$ cat config.mk
export PLATFORM = sky130hd
export DESIGN_NAME = ysyx_23060236_div
export DESIGN_NICKNAME = d
export VERILOG_FILES = /design/src/rtl/ysyx_23060236_div_pkg.sv /design/src/rtl/ysyx_23060236_negabs.sv /design/src/rtl/ysyx_23060236_div.sv
export SDC_FILE = /design/constraint.sdc
export NUM_CORES = 1
export LEC_CHECK = 0
export CORE_MARGIN = 1
export CORE_UTILIZATION = 40
export DETAILED_ROUTE_END_ITERATION = 7
export GPL_TIMING_DRIVEN = 0
export SYNTH_ARGS = -nofsm -noshare
export SYNTH_HDL_FRONTEND = slang
export SYNTH_SLANG_ARGS = --single-unit
$ cat constraint.sdc
create_clock -name clock -period 16.6 [get_ports clock]
set_clock_uncertainty 0.2 [all_clocks]
set_input_delay 4.98 -clock clock [delete_from_list [all_inputs] [get_ports clock]]
set_output_delay 4.98 -clock clock [all_outputs]
set_load 0.02 [all_outputs]
$ cat src/rtl/ysyx_23060236_div_pkg.sv
// Shared constants for the EXU multi-cycle arithmetic units (multiplier and divider).
package ysyx_23060236_div_pkg;

    localparam int XLEN  = 32;
    localparam int CNT_W = 6;

endpackage

$ cat src/rtl/ysyx_23060236_negabs.sv
// Conditional two's-complement negate, used for operand magnitudes and result sign fixup.
module ysyx_23060236_negabs
    import ysyx_23060236_div_pkg::*;
(
    input  logic [XLEN-1:0] value,
    input  logic            negate,
    output logic [XLEN-1:0] result
);

    assign result = negate ? -value : value;

endmodule

$ cat src/rtl/ysyx_23060236_div.sv
// Iterative restoring divider for RV32M DIV/DIVU/REM/REMU: one quotient bit per cycle,
// quotient and remainder produced together behind a valid/ready request, outvalid pulse result.
module ysyx_23060236_div
    import ysyx_23060236_div_pkg::*;
(
    input  logic            clock,
    input  logic            reset,
    input  logic            div_valid,
    output logic            div_ready,
    input  logic            div_signed,
    input  logic [XLEN-1:0] dividend,
    input  logic [XLEN-1:0] divisor,
    output logic [XLEN-1:0] quotient,
    output logic [XLEN-1:0] remainder,
    output logic            div_outvalid
);

    logic             busy;
    logic [CNT_W-1:0] count;
    logic [XLEN-1:0]  rem;
    logic [XLEN-1:0]  quo;
    logic [XLEN-1:0]  div_mag;
    logic             q_neg;
    logic             r_neg;
    logic             dz;
    logic [XLEN-1:0]  quotient_r;
    logic [XLEN-1:0]  remainder_r;
    logic             outvalid_r;

    logic             sd;
    logic             sv;
    logic [XLEN-1:0]  dividend_abs;
    logic [XLEN-1:0]  divisor_abs;
    logic             accept;
    logic             iterate;
    logic             finish;
    logic [XLEN:0]    rem_sh;
    logic [XLEN:0]    trial;
    logic             trial_ok;
    logic [XLEN-1:0]  quo_fixed;
    logic [XLEN-1:0]  rem_fixed;

    assign sd = div_signed & dividend[XLEN-1];
    assign sv = div_signed & divisor[XLEN-1];

    ysyx_23060236_negabs u_abs_dividend (
        .value  (dividend),
        .negate (sd),
        .result (dividend_abs)
    );

    ysyx_23060236_negabs u_abs_divisor (
        .value  (divisor),
        .negate (sv),
        .result (divisor_abs)
    );

    assign accept  = div_valid & ~busy;
    assign iterate = busy & ~count[CNT_W-1];
    assign finish  = busy &  count[CNT_W-1];

    // The partial remainder always stays below the divisor, so it fits in XLEN bits;
    // only the shifted value needs the extra bit for the trial subtraction.
    assign rem_sh   = {rem, quo[XLEN-1]};
    assign trial    = rem_sh - {1'b0, div_mag};
    assign trial_ok = ~trial[XLEN];

    ysyx_23060236_negabs u_fix_quo (
        .value  (quo),
        .negate (q_neg),
        .result (quo_fixed)
    );

    // With a zero divisor every trial succeeds and the whole magnitude ends up in rem,
    // so re-applying the dividend sign restores the original dividend unchanged.
    ysyx_23060236_negabs u_fix_rem (
        .value  (rem),
        .negate (r_neg),
        .result (rem_fixed)
    );

    always_ff @(posedge clock or posedge reset) begin
        // NOTE: the datapath registers are reset along with the control state so the
        // result outputs read zero out of reset instead of arbitrary power-up contents.
        if (reset) begin
            busy        <= 1'b0;
            count       <= '0;
            rem         <= '0;
            quo         <= '0;
            div_mag     <= '0;
            q_neg       <= 1'b0;
            r_neg       <= 1'b0;
            dz          <= 1'b0;
            quotient_r  <= '0;
            remainder_r <= '0;
            outvalid_r  <= 1'b0;
        end else begin
            outvalid_r <= 1'b0;
            if (accept) begin
                busy        <= 1'b1;
                count       <= '0;
                rem         <= '0;
                quo         <= dividend_abs;
                div_mag     <= divisor_abs;
                q_neg       <= sd ^ sv;
                r_neg       <= sd;
                dz          <= (divisor == '0);
                quotient_r  <= '0;
                remainder_r <= '0;
            end else if (iterate) begin
                rem   <= trial_ok ? trial[XLEN-1:0] : rem_sh[XLEN-1:0];
                quo   <= {quo[XLEN-2:0], trial_ok};
                count <= count + CNT_W'(1);
            end else if (finish) begin
                quotient_r  <= dz ? '1 : quo_fixed;
                remainder_r <= rem_fixed;
                busy        <= 1'b0;
                count       <= '0;
                outvalid_r  <= 1'b1;
            end
        end
    end

    assign div_ready    = ~busy;
    assign div_outvalid = outvalid_r;
    assign quotient     = quotient_r;
    assign remainder    = remainder_r;

endmodule
==> results.toml, run 1 <==
[die]
die-height_microns = 168.8
start_util_pct = 41.06
dieWidth_microns = 168.8
rows = 60
core_sq_um = 27100
pin_count = 134
die_area_sq_um = 28490

[synthesis]
synth_top_area_share_pct = 38.46
yosys.area.top_type = "dfrtp_1"
synthArstFlopShare_pct = 100.0
synth_ff_type = "dfrtp_1"
synthTopCellsByArea = "dfrtp_1, o21ai_0, nand2_1"
syn_nets = 1423
synth_edf_count = 0
synth-seq-cells = 171
syn_inst = 1317
synth.distinct_cells = 68
yosysSeqAreaShare_pct = 38.46
ys.warnings.count = 0
syn_avg_cell_area_sq_um = 8.449
syn_area_sq_um = 11130

[sta]
tns_ps = 0
finalMaxSlewViolations = 0
setup_violations = 0
fin_crit_ps = 8065
hold-worst-slack_ps = 275.7
maxSlewHeadroom_pct = 29.55
rsz0062_at_grt = "no"
period_share_pct = 48.58
max_freq_ghz = 0.1240
finalHoldViolCount = 0
worst_pin_slew_ps = 1042

[global_route]
grt_pass1_vias = 9664
grt_pass1_wl_microns = 52960
grt-ovfl-total = 0
antenna_found_initial = 0
track_usage_pct = 23.84
grt_max_degree = 99

[pwr]
vdd_drop_max_mv = 0.1190
p_per_area_nw_per_um2 = 230.9
power.leakage_nw = 5.593

[detailed_routing]
drt-initial-drc-count = 622
via_per_inst = 5.434
drtAntennaViolNets = 0
drc = 0
wire_per_inst_microns = 17.73
vias = 10080
wirelength_microns = 32890
dr.pass1.iters = 5

[clock_tree]
clk_path_buf_depth = 2
cts.sinks = 171
cts_resized = 0
cts_tree = "yes"
cts_setup_buffers = 0
h-tree-depth = 4
path_clk_slew_ps = 70
cts_buffers = 17
post_cts_hold_buffer_count = 0
clockRootBuffer = "clkbuf_16"
insertion_delay_ps = 440

[outcome]
status = "complete, no violations"

[setup_path]
timing.rr.start = "rem[24]"
critical_path_class = "primary input to flop"
r2r_setup_slack_ps = 12640
crit_required_ps = 16700
end_kind = "flop"
r2r_cells = 11
reg2reg_to = "rem[26]"
worstPathMaxFanout = 5
crit_path_start_kind = "primary input"
worst_ep_arrival_time_ps = 8170

[worst_hold_path]
min_to = "remainder[9]"
whs_path_depth = 2
hold_class = "flop to flop"
hp-start = "remainder[9]"

[placed_design]
dpl.hpwl_microns = 25580
placed_cells = 1823
portBuffers = 133
gp_congestion = 0.8952

[job]
cap_violations = 0

[cells_and_area]
layout-drive-gt1-share_pct = 3.304
fin_util_pct = 49.99
final_cells = 1855
antenna_cells = 0
fill_cells = 2625
final_nets = 1576
area_delta_synth_final_pct = 21.75
==> worst max path at each step <==
stage / from / end / slack [ps]
floorplan: reset / busy / 6790
CTS: divisor[2] / div_mag[30] / 8610
finish: divisor[2] / div_mag[30] / 8540
global placement: reset / div_mag[19] / 4320
global route: dividend[2] / quo[31] / 8330
detailed placement: dividend[2] / quo[31] / 8160
==> stage by stage <==
step                area (sq um)  setup WS (ps)  power (W)
detailed placement         12960           8165   0.002714
finish                     13550           8535   0.003128
floorplan                  11130           6788   0.002129
global route               13550           8334   0.003390
CTS                        13550           8611   0.003124
global placement           12920           4322   0.002689
==> per-layer routing <==
| metal | vias to the layer above | track usage [%] | share of wire, % |
|---|---|---|---|
| li1 | 4985 | - | - |
| met1 | 4827 | 34.58 | 49 |
| met2 | 249 | 37.39 | 45 |
| met3 | 19 | 3.905 | 5.1 |
| met4 | 0 | 4.822 | 0.88 |
| met5 | - | 0 | 0 |
==> state kept, by name, summed over array words and instances, names as in the netlist <==
signal and count:
busy 1, count 6, div_mag 32, div_outvalid 1
dz 1, q_neg 1, quo 32, quotient 32
r_neg 1, rem 32, remainder 32
==> layout by cell type (no fill, tap or decap), types with 22 or more instances in the layout <==
cell / count
ha_1: 37
xnor2_1: 74
a21oi_1: 68
clkdlybuf4s50_1: 133
nor2_1: 60
o21ai_0: 204
mux2i_1: 30
o31ai_1: 22
nand2_1: 196
a22oi_1: 30
clkbuf_1: 62
dfrtp_1: 171
xor2_1: 73
inv_1: 53
==> synthesized netlist by cell type, types with 9 or more instances <==
cell type and n:
nor3_1 20, nand3_1 17, a21o_1 18, a22oi_1 30, inv_1 54, mux2i_1 30, nor2_1 60, ha_1 37
nand2_1 196, nor4_1 16, o21ai_0 204, a21oi_1 68, clkbuf_1 62, nand2b_1 10, dfrtp_1 171, xor2_1 73
nor2b_1 9, o31ai_1 22, or4_1 10, or3_1 19, xnor2_1 74, o41ai_1 14, a31oi_1 11
==> cells by family after synthesis <==
kind of cell / share of synthesized area [%]
muxes: 2.800
DFF: 38.46
buffers and inverters: 4.228
and+or+nand+nor: 15.97
xor gates and xnor gates: 11.57
AOI/OAI and AO/OA: 22.64
adders and majority gates: 4.340
==> critical path, cell delays in order <==
cell	delay (ps)
clkdlybuf4s50_1	510
nor4_1	470
nand2_1	260
nor4b_1	940
nand2_1	140
nor4_1	460
a21oi_1	160
xnor2_1	160
o21ai_0	80
==> layout make-up <==
cell class              count  area [sq um]  share of cell area (%)
repair buffers            134          1359                   10.03
flip-flops and latches    171          4279                   31.59
inverters                  54         210.2                   1.552
multi-input cells        1022          6377                   47.08
well taps                 372         465.4                   3.436
clock inverters            14         148.9                   1.099
clock buffers              18         439.2                   3.242
plain buffers              70         267.8                   1.977
==> where the power goes <==
group / total (W) / switching (W) / internal (W)
sequential: 0.000849 / 0.000230 / 0.000619
clock: 0.000400 / 0.000196 / 0.000205
combinational: 0.00188 / 0.00107 / 0.000806
total: 0.00313 / 0.00150 / 0.00163
Note: power is estimated with default switching activity, not from simulation.
==> run 2: changes to the inputs <==
- clock period: 16.6 -> 7.8 ns (I/O delays scaled with it)
==> results of run 2 <==
The final DEF is identical to that of run 1. Status: complete, no violations.
Among the figures that moved: setup slack after placement 8165 ps -> 2005 ps; setup slack after layout 8535 ps -> 2375 ps; register-to-register setup slack 12640 ps -> 3840 ps; total power 0.003128 W -> 0.006657 W; worst IR drop on VDD 0.1190 mV -> 0.2533 mV
